===== src/rtl/nmi_demux_if.sv =====
// NMI bus interface: single-beat request/response handshake (valid/ready, addr, wdata, wstrb, rdata).
interface nmi_if;
  logic        valid;
  logic        ready;
  logic [31:0] addr;
  logic [31:0] wdata;
  logic [3:0]  wstrb;
  logic [31:0] rdata;

  modport master (output valid, addr, wdata, wstrb, input ready, rdata);
  modport slave  (input valid, addr, wdata, wstrb, output ready, rdata);
endinterface


===== src/rtl/nmi_demux.sv =====
// NMI address demultiplexer: decodes one upstream NMI port onto SLV_NUM slaves with decode-error response.
// Optional BUSY watchdog (counter, TOUT state) is built only when NMI_DEMUX_TIMEOUT_EN is defined.
module nmi_demux #(
  parameter int unsigned           SLV_NUM     = 13,
  parameter logic [SLV_NUM*32-1:0] ADDR_BASE   = '0,
  parameter logic [SLV_NUM*32-1:0] ADDR_MASK   = '0,
  parameter int unsigned           TIMEOUT_CYC = 1024,
  parameter logic [31:0]           ERR_RDATA   = 32'hDEAD_BEEF
) (
  input  logic                  clk_i,
  input  logic                  rst_n_i,
  nmi_if.slave                  nmi,
  output logic [SLV_NUM-1:0]    s_valid_o,
  output logic [31:0]           s_addr_o,
  output logic [31:0]           s_wdata_o,
  output logic [3:0]            s_wstrb_o,
  input  logic [SLV_NUM-1:0]    s_ready_i,
  input  logic [SLV_NUM*32-1:0] s_rdata_i,
  output logic                  err_o,
  output logic [1:0]            err_type_o,
  output logic [31:0]           err_addr_o
);

  localparam int unsigned SEL_W = (SLV_NUM > 1) ? $clog2(SLV_NUM) : 1;

  typedef enum logic [1:0] {
    ST_IDLE = 2'd0,
    ST_BUSY = 2'd1,
    ST_DERR = 2'd2,
    ST_TOUT = 2'd3
  } state_e;

  if (SLV_NUM < 1 || SLV_NUM > 16) begin : g_bad_slv_num
    $error("nmi_demux: SLV_NUM must be in 1..16");
  end
  if (TIMEOUT_CYC < 2) begin : g_bad_timeout
    $error("nmi_demux: TIMEOUT_CYC must be at least 2");
  end

  state_e              r_state;
  state_e              w_state_nxt;
  logic [SEL_W-1:0]    r_sel;
  logic [SEL_W-1:0]    w_idx;
  logic                w_hit;
  logic [SLV_NUM-1:0]  w_match;
  logic [31:0]         w_rdata_arr [SLV_NUM];
  logic                w_sel_ready;
  logic [31:0]         w_sel_rdata;
  logic                w_tout;
  logic [31:0]         r_addr;
  logic [31:0]         r_wdata;
  logic [3:0]          r_wstrb;
  logic [SLV_NUM-1:0]  r_s_valid;
  logic                r_err;
  logic [1:0]          r_err_type;
  logic [31:0]         r_err_addr;

  for (genvar g = 0; g < SLV_NUM; g++) begin : g_slv
    assign w_match[g]     = (nmi.addr & ADDR_MASK[g*32 +: 32]) == ADDR_BASE[g*32 +: 32];
    assign w_rdata_arr[g] = s_rdata_i[g*32 +: 32];
  end

  // Priority encode: scanning downward leaves the lowest matching slave in w_idx.
  always_comb begin
    w_hit = 1'b0;
    w_idx = '0;
    for (int i = SLV_NUM - 1; i >= 0; i--) begin
      if (w_match[i]) begin
        w_hit = 1'b1;
        w_idx = SEL_W'(i);
      end
    end
  end

  assign w_sel_ready = s_ready_i[r_sel];
  assign w_sel_rdata = w_rdata_arr[r_sel];

`ifdef NMI_DEMUX_TIMEOUT_EN
  localparam int unsigned CNT_W = (TIMEOUT_CYC > 2) ? $clog2(TIMEOUT_CYC) : 1;
  logic [CNT_W-1:0] r_cnt;

  // Counts stalled BUSY cycles; held at zero in every other state.
  always_ff @(posedge clk_i or negedge rst_n_i) begin
    if (!rst_n_i) begin
      r_cnt <= '0;
    end else if (r_state != ST_BUSY) begin
      r_cnt <= '0;
    end else if (!w_sel_ready) begin
      r_cnt <= r_cnt + CNT_W'(1);
    end
  end

  assign w_tout = (r_state == ST_BUSY) && !w_sel_ready && (r_cnt == CNT_W'(TIMEOUT_CYC - 2));
`else
  assign w_tout = 1'b0;
`endif

  always_ff @(posedge clk_i or negedge rst_n_i) begin
    if (!rst_n_i) begin
      r_state <= ST_IDLE;
    end else begin
      r_state <= w_state_nxt;
    end
  end

  // Slave ready wins over the terminal count.
  always_comb begin
    w_state_nxt = r_state;
    case (r_state)
      ST_IDLE: if (nmi.valid) w_state_nxt = w_hit ? ST_BUSY : ST_DERR;
      ST_BUSY: begin
        if (w_sel_ready) begin
          w_state_nxt = ST_IDLE;
        end else if (w_tout) begin
          w_state_nxt = ST_TOUT;
        end
      end
      ST_DERR: w_state_nxt = ST_IDLE;
      ST_TOUT: w_state_nxt = ST_IDLE;
      default: w_state_nxt = ST_IDLE;
    endcase
  end

  always_comb begin
    nmi.ready = 1'b0;
    nmi.rdata = '0;
    case (r_state)
      ST_BUSY: begin
        if (w_sel_ready) begin
          nmi.ready = 1'b1;
          nmi.rdata = w_sel_rdata;
        end
      end
      ST_DERR, ST_TOUT: begin
        nmi.ready = 1'b1;
        nmi.rdata = ERR_RDATA;
      end
      default: ;
    endcase
  end

  // Request capture, one-hot slave select and error reporting.
  always_ff @(posedge clk_i or negedge rst_n_i) begin
    if (!rst_n_i) begin
      r_addr     <= '0;
      r_wdata    <= '0;
      r_wstrb    <= '0;
      r_sel      <= '0;
      r_s_valid  <= '0;
      r_err      <= 1'b0;
      r_err_type <= 2'b00;
      r_err_addr <= '0;
    end else begin
      r_err <= 1'b0;
      if (r_state == ST_IDLE && nmi.valid) begin
        r_addr  <= nmi.addr;
        r_wdata <= nmi.wdata;
        r_wstrb <= nmi.wstrb;
        r_sel   <= w_idx;
      end
      if (w_state_nxt != ST_BUSY) begin
        r_s_valid <= '0;
      end else if (r_state == ST_IDLE) begin
        r_s_valid <= SLV_NUM'(1) << w_idx;
      end
      if (w_state_nxt == ST_DERR) begin
        r_err      <= 1'b1;
        r_err_type <= 2'b01;
        r_err_addr <= nmi.addr;
      end else if (w_state_nxt == ST_TOUT) begin
        r_err      <= 1'b1;
        r_err_type <= 2'b10;
        r_err_addr <= r_addr;
      end
    end
  end

  assign s_valid_o  = r_s_valid;
  assign s_addr_o   = r_addr;
  assign s_wdata_o  = r_wdata;
  assign s_wstrb_o  = r_wstrb;
  assign err_o      = r_err;
  assign err_type_o = r_err_type;
  assign err_addr_o = r_err_addr;

endmodule


===== src/flat_wrapper.sv =====
// flat-port wrapper written by rule: the top's interface ports become plain ports
module nmi_demux_flat 
#(
  parameter int unsigned           SLV_NUM     = 13,
  parameter logic [SLV_NUM*32-1:0] ADDR_BASE   = '0,
  parameter logic [SLV_NUM*32-1:0] ADDR_MASK   = '0,
  parameter int unsigned           TIMEOUT_CYC = 1024,
  parameter logic [31:0]           ERR_RDATA   = 32'hDEAD_BEEF
)
  (clk_i, rst_n_i, s_valid_o, s_addr_o, s_wdata_o, s_wstrb_o, s_ready_i, s_rdata_i, err_o, err_type_o, err_addr_o, nmi_valid, nmi_addr, nmi_wdata, nmi_wstrb, nmi_ready, nmi_rdata);
  nmi_if nmi_i ();
  input  logic clk_i;
  input  logic rst_n_i;
  output logic [SLV_NUM-1:0] s_valid_o;
  output logic [31:0] s_addr_o;
  output logic [31:0] s_wdata_o;
  output logic [3:0] s_wstrb_o;
  input  logic [SLV_NUM-1:0] s_ready_i;
  input  logic [SLV_NUM*32-1:0] s_rdata_i;
  output logic err_o;
  output logic [1:0] err_type_o;
  output logic [31:0] err_addr_o;
  input wire logic [$bits(nmi_i.valid)-1:0] nmi_valid;
  input wire logic [$bits(nmi_i.addr)-1:0] nmi_addr;
  input wire logic [$bits(nmi_i.wdata)-1:0] nmi_wdata;
  input wire logic [$bits(nmi_i.wstrb)-1:0] nmi_wstrb;
  output wire logic [$bits(nmi_i.ready)-1:0] nmi_ready;
  output wire logic [$bits(nmi_i.rdata)-1:0] nmi_rdata;
  assign nmi_i.valid = nmi_valid;
  assign nmi_i.addr = nmi_addr;
  assign nmi_i.wdata = nmi_wdata;
  assign nmi_i.wstrb = nmi_wstrb;
  assign nmi_ready = nmi_i.ready;
  assign nmi_rdata = nmi_i.rdata;
  nmi_demux #(.SLV_NUM(SLV_NUM), .ADDR_BASE(ADDR_BASE), .ADDR_MASK(ADDR_MASK), .TIMEOUT_CYC(TIMEOUT_CYC), .ERR_RDATA(ERR_RDATA)) u_core (.clk_i(clk_i), .rst_n_i(rst_n_i), .nmi(nmi_i), .s_valid_o(s_valid_o), .s_addr_o(s_addr_o), .s_wdata_o(s_wdata_o), .s_wstrb_o(s_wstrb_o), .s_ready_i(s_ready_i), .s_rdata_i(s_rdata_i), .err_o(err_o), .err_type_o(err_type_o), .err_addr_o(err_addr_o));
endmodule

===== config.mk =====
export PLATFORM = sky130hd
export DESIGN_NAME = nmi_demux_flat
export DESIGN_NICKNAME = d
export VERILOG_FILES = /design/src/rtl/nmi_demux_if.sv /design/src/rtl/nmi_demux.sv /design/src/flat_wrapper.sv
export SDC_FILE = /design/constraint.sdc
export NUM_CORES = 1
export LEC_CHECK = 0
export ABC_AREA = 0
export CAP_MARGIN = 20
export CORE_AREA = 2 2 255 257
export DETAILED_ROUTE_END_ITERATION = 6
export DIE_AREA = 0 0 257 259
export DONT_BUFFER_PORTS = 1
export GPL_ROUTABILITY_DRIVEN = 0
export SKIP_CTS_REPAIR_TIMING = 1
export SLEW_MARGIN = 20
export SYNTH_ARGS = -nofsm -noshare
export SYNTH_HDL_FRONTEND = slang
export SYNTH_SLANG_ARGS = --single-unit

===== constraint.sdc =====
create_clock -name clk_i -period 3 [get_ports clk_i]
set_input_delay 0.6 -clock clk_i [delete_from_list [all_inputs] [get_ports clk_i]]
set_output_delay 0.6 -clock clk_i [all_outputs]
set_load 0.03 [all_outputs]

; ---- After elaboration in Yosys (flattened, before gate mapping)
; Index checks and enable logic that the tools add are counted.
[classes]
eq_ne = 6
mux = 15
reduce_logical = 5
[ops]
columns = operator, count
row1 = $mux W32, 3
row2 = $pmux W32 S2, 1
row3 = $mux W13, 2
row4 = $eq A2 B2 Y1 const B, 4
row5 = $mux W2, 4
row6 = $pmux W2 S3, 1
row7 = $reduce_bool A2 Y1, 2
row8 = $mux W1, 3
row9 = $eq A2 B1 Y1 const B, 1
row10 = $logic_not A2 Y1, 1
row11 = $ne A2 B1 Y1 const B, 1
row12 = $pmux W1 S2, 1
row13 = $reduce_or A2 Y1, 1
row14 = $logic_and A1 B1 Y1, 1
[totals]
register_bits = 118
input_bits = 500
out_inout_bits = 149
wordCells = 34

; ---- Logic depth before layout (Yosys ltp)
[logic_depth]
word_depth = 6
depth_mapped = 4
mapped_depth_nobuf = 2

; ---- Worst setup path after synthesis
; Ideal clock, no wire load.
[synth_path]
kind = input -> output
start = input s_ready_i[0]
end = output nmi_rdata[0]
t_arrival_ns = 1.366
required_time_ns = 2.400
setup_slack_ns = 1.034
cell_stages = 4
n_path_buf = 2
path_cell_list = and2_1 -> clkbuf_1 -> buf_2 -> a21o_1
[synth_between]
elab_chain_len = 2
[synth_rtl]
columns = element, line
row1 = start: declaration, flat_wrapper.sv:18  ; input logic [SLV_NUM-1:0] s_ready_i;
row2 = $mux W32, nmi_demux.sv:129  ; if (w_sel_ready) begin
row3 = $pmux W32 S2, nmi_demux.sv:127  ; case (r_state)
row4 = end: declaration, flat_wrapper.sv:28  ; output wire logic [$bits(nmi_i.rdata)-1:0] nmi_rdata;
; Every way passes these cells.

; ---- Worst setup path after layout
[layout_path]
start = register u_core.r_state[0]
end = output nmi_rdata[9]
[layout_between]
elab_chain_len = 3
elab_cells_between_ends = 5
cone_classes = eq/ne (3) / mux (1) / reduce/logical (1)
[layout_rtl]
columns = element, line
row1 = start: declaration, nmi_demux.sv:40  ; state_e r_state;
row2 = start signal: assignment, nmi_demux.sv:102  ; r_state <= w_state_nxt;
row3 = $eq A2 B2 Y1, nmi_demux.sv:127
row4 = $reduce_or A2 Y1 (no source line), n/a
row5 = $pmux W32 S2 *, nmi_demux.sv:127
; Every way passes the cells marked *; elsewhere a longest branch is shown, timed or not.

==> impl_results.md <==
* Pleak at 0.00201 uW
* Arr. time, crit path at 1.66 ns
* CTS tree: yes
* Deepest clock path buffer count at 2
* Final hold viol count at 106
* FF+latch area at 2650 um2
* Data required time at the worst endpoint at 2.40 ns
* Die area at 66600 um2
* Critical Path End Type: output port
* Die boundary height at 259 um
* Max-slew headroom at 61.6%
* Most common cell in the netlist: dfrtp_1
* GR Util All Layers at 3.91%
* Post-layout nets at 744
* Clock sink count at 106
* Total core area at 63900 um2
* Largest net degree at the start of global routing at 107
* Synth cell count leaders: 106 x dfrtp_1, 48 x mux2_2, 38 x clkbuf_1
* Met1 wire length at 3960 um
* Initial antenna violation count at 15
* First-pass GRT wire length at 16600 um
* Synth warnings at 0
* Switching share of power at 34.9%
* Slowest CP cell: dfrtp_1
* Largest cells by area after synthesis: dfrtp_1 66%, mux2_2 13%, mux2_1 5.6%
* Failing checks: hold timing
* Root cell of the clock tree: clkbuf_16
* Worst-path cell chain: and2_1 > buf_4 > a21o_1
* Vias in the first global route at 2136
* Fraction of layout cells with a size suffix above 1 at 28.1%
* Final setup fails at 0
* Num CTS Buffers at 9
* Syn avg cell area at 14.6 um2
* Place WS at 0.941 ns
* Worst hold path type: primary input to async pin
* Mapped Area at 4010 um2
* Die X at 257 um
* R2R Path End: u_core.s_addr_o[12]
* Metal2 WL at 6250 um
* Max Slew Vio Count at 0
* Post-synth EDFFs at 0
* Share of the synthesized area in the top cell type at 66.2%
* Clock share of power at 34.3%
* Io pins at 649
* CTS H-Tree Depth at 3
* # fillers at 7333
* Post-DRT Antenna Nets at 0
* Met3 WL at 2450 um
* Status: finished, violations left
* Gr ovfl total at 0
* Share of power burned in registers at 57.4%
* Average wire per standard cell at 11.8 um
* R2R Setup Slk at 1.27 ns
* Final Non-Filler Cells at 1105
* Worst Tran Pin Value at 0.576 ns
* WL final at 13100 um
* Highest Signal Layer: met5
* Max-cap viol count at 0
* Initial core utilization at 6.28%
* R2R Path Start: u_core.r_state[1]
* Port Buffer Count at 0
* Initial detailed-routing violation count at 43
* FP Rows at 93
* RSZ-0062 raised after global routing: false
* Placed insts at 1088
* DRT Pass-1 Iters at 4
* Hold Worst Slack at -0.0759 ns
* Crit path kind: flip-flop to output port
* DP Wirelength at 10700 um
* Logic pwr share at 8.2%
* Unique cell type count in the Yosys netlist at 16
* Synth area leader: dfrtp_1
* Worst path max stage delay at 0.44 ns
* Fraction of registers with async set/reset at 100%
* Clk Latency, worst-skew pair at 0.38 ns
* CP Max Fanout at 25
* Register bit total from synthesis at 106
* Mapped Cells at 275
* Final Core Density at 8.12%
* Multi-input logic area at 1120 um2
* Skew final at 0.00626 ns
* Crit path time final at 2.26 ns
* Synthesis-to-layout area growth at 29.3%
* Internal Pwr Total at 2410 uW
* Seq/Total Area, Yosys at 66.2%
* Vias at 1950
* Switching pwr at 1290 uW
* Setup TNS at 0 ns
* Fmax achieved at 0.442 GHz
* VDD IR max at 227 uV
* Worst Setup Start Kind: flip-flop
* Final worst-path cycle share at 75.4%
* DR vias/cell at 1.76
* Pwr dens at 714 nW/um2
* Worst-path clk slew at 0.07 ns
* Reg2Reg Depth at 3
* DRC Markers at 0
* Final worst setup slack at 0.739 ns
* Post-synth top flop: dfrtp_1
==> layout by cell type, fill, tap and decap left out, drive strengths merged <==
cell type and instances:
a21o 24, a21oi 2, and2 9, and3b 1
buf 4, bufinv 1, clkbuf 9, clkinv 2
clkinvlp 1, conb 14, dfrtp 106, diode 1
inv 3, mux2 68, nand2b 2, nand3b 1
nor3b 1, or2 1
==> final cells by class <==
cell class	count	share of cell area [%]
Clock buffer	9	4.34
Antenna cell	1	0.0483
Sequential cell	106	51.2
Timing Repair Buffer	4	0.579
Clock inverter	7	1.67
Tap cell	855	20.6
Multi-Input combinational cell	123	21.6
==> layer usage <==
layer | vias to the layer above | global-route usage, %
met5 | - | 0
met4 | 6 | 1.99
met3 | 36 | 3.40
met2 | 194 | 6.36
met1 | 911 | 3.30
li1 | 803 | -
==> critical path, delay by kind of cell (launching register included) <==
family	cells	cell delay, ns
AOI/OAI and AO/OA	1	0.41
buffers and inverters	1	0.27
DFF	1	0.44
and+or+nand+nor	1	0.15
==> worst max-delay path by stage <==
stage,from,cells after the start,slack [ns],endpoint
global route,u_core.r_state[0],3,0.57,nmi_rdata[9]
CTS,u_core.r_state[0],3,0.63,nmi_rdata[9]
global placement,s_ready_i[0],3,0.96,nmi_rdata[9]
detailed placement,s_ready_i[0],3,0.94,nmi_rdata[9]
finish,u_core.r_state[0],3,0.74,nmi_rdata[9]
floorplan,s_ready_i[0],4,1.03,nmi_rdata[0]
==> through the flow <==
step	power, uW	cell area, um2	hold slack [ns]
final	3700	5180	-0.0759
after CTS	3810	5180	-0.119
after global routing	3900	5180	-0.110
after global placement	2460	4870	0.307
after detailed placement	2480	4870	0.307
after floorplan	2360	4060	0.304
==> logic make-up after synthesis <==
| group | share of synthesized area, % |
|---|---|
| AOI/OAI and AO/OA | 4.74 |
| buffers and inverters | 7.30 |
| DFF | 66.2 |
| muxes | 19.1 |
| other | 0.0935 |
| and+or+nand+nor | 2.59 |
==> registers in the layout, summed over array words and instances, names as in the netlist <==
signal	cells
u_core.s_wstrb_o	4
u_core.err_o	1
u_core.err_type_o	2
u_core.s_addr_o	32
u_core.r_state	2
u_core.err_addr_o	32
u_core.s_valid_o	1
u_core.s_wdata_o	32
==> power groups by stage <==
stage	Clock, uW	Combinational [uW]	Sequential, uW
2_1_floorplan	0	287	2070
3_3_place_gp	0	299	2160
3_5_place_dp	0	314	2160
4_1_cts	1360	314	2140
5_1_grt	1410	331	2160
6_report	1270	305	2130
Note: power is estimated with default switching activity, not from simulation.
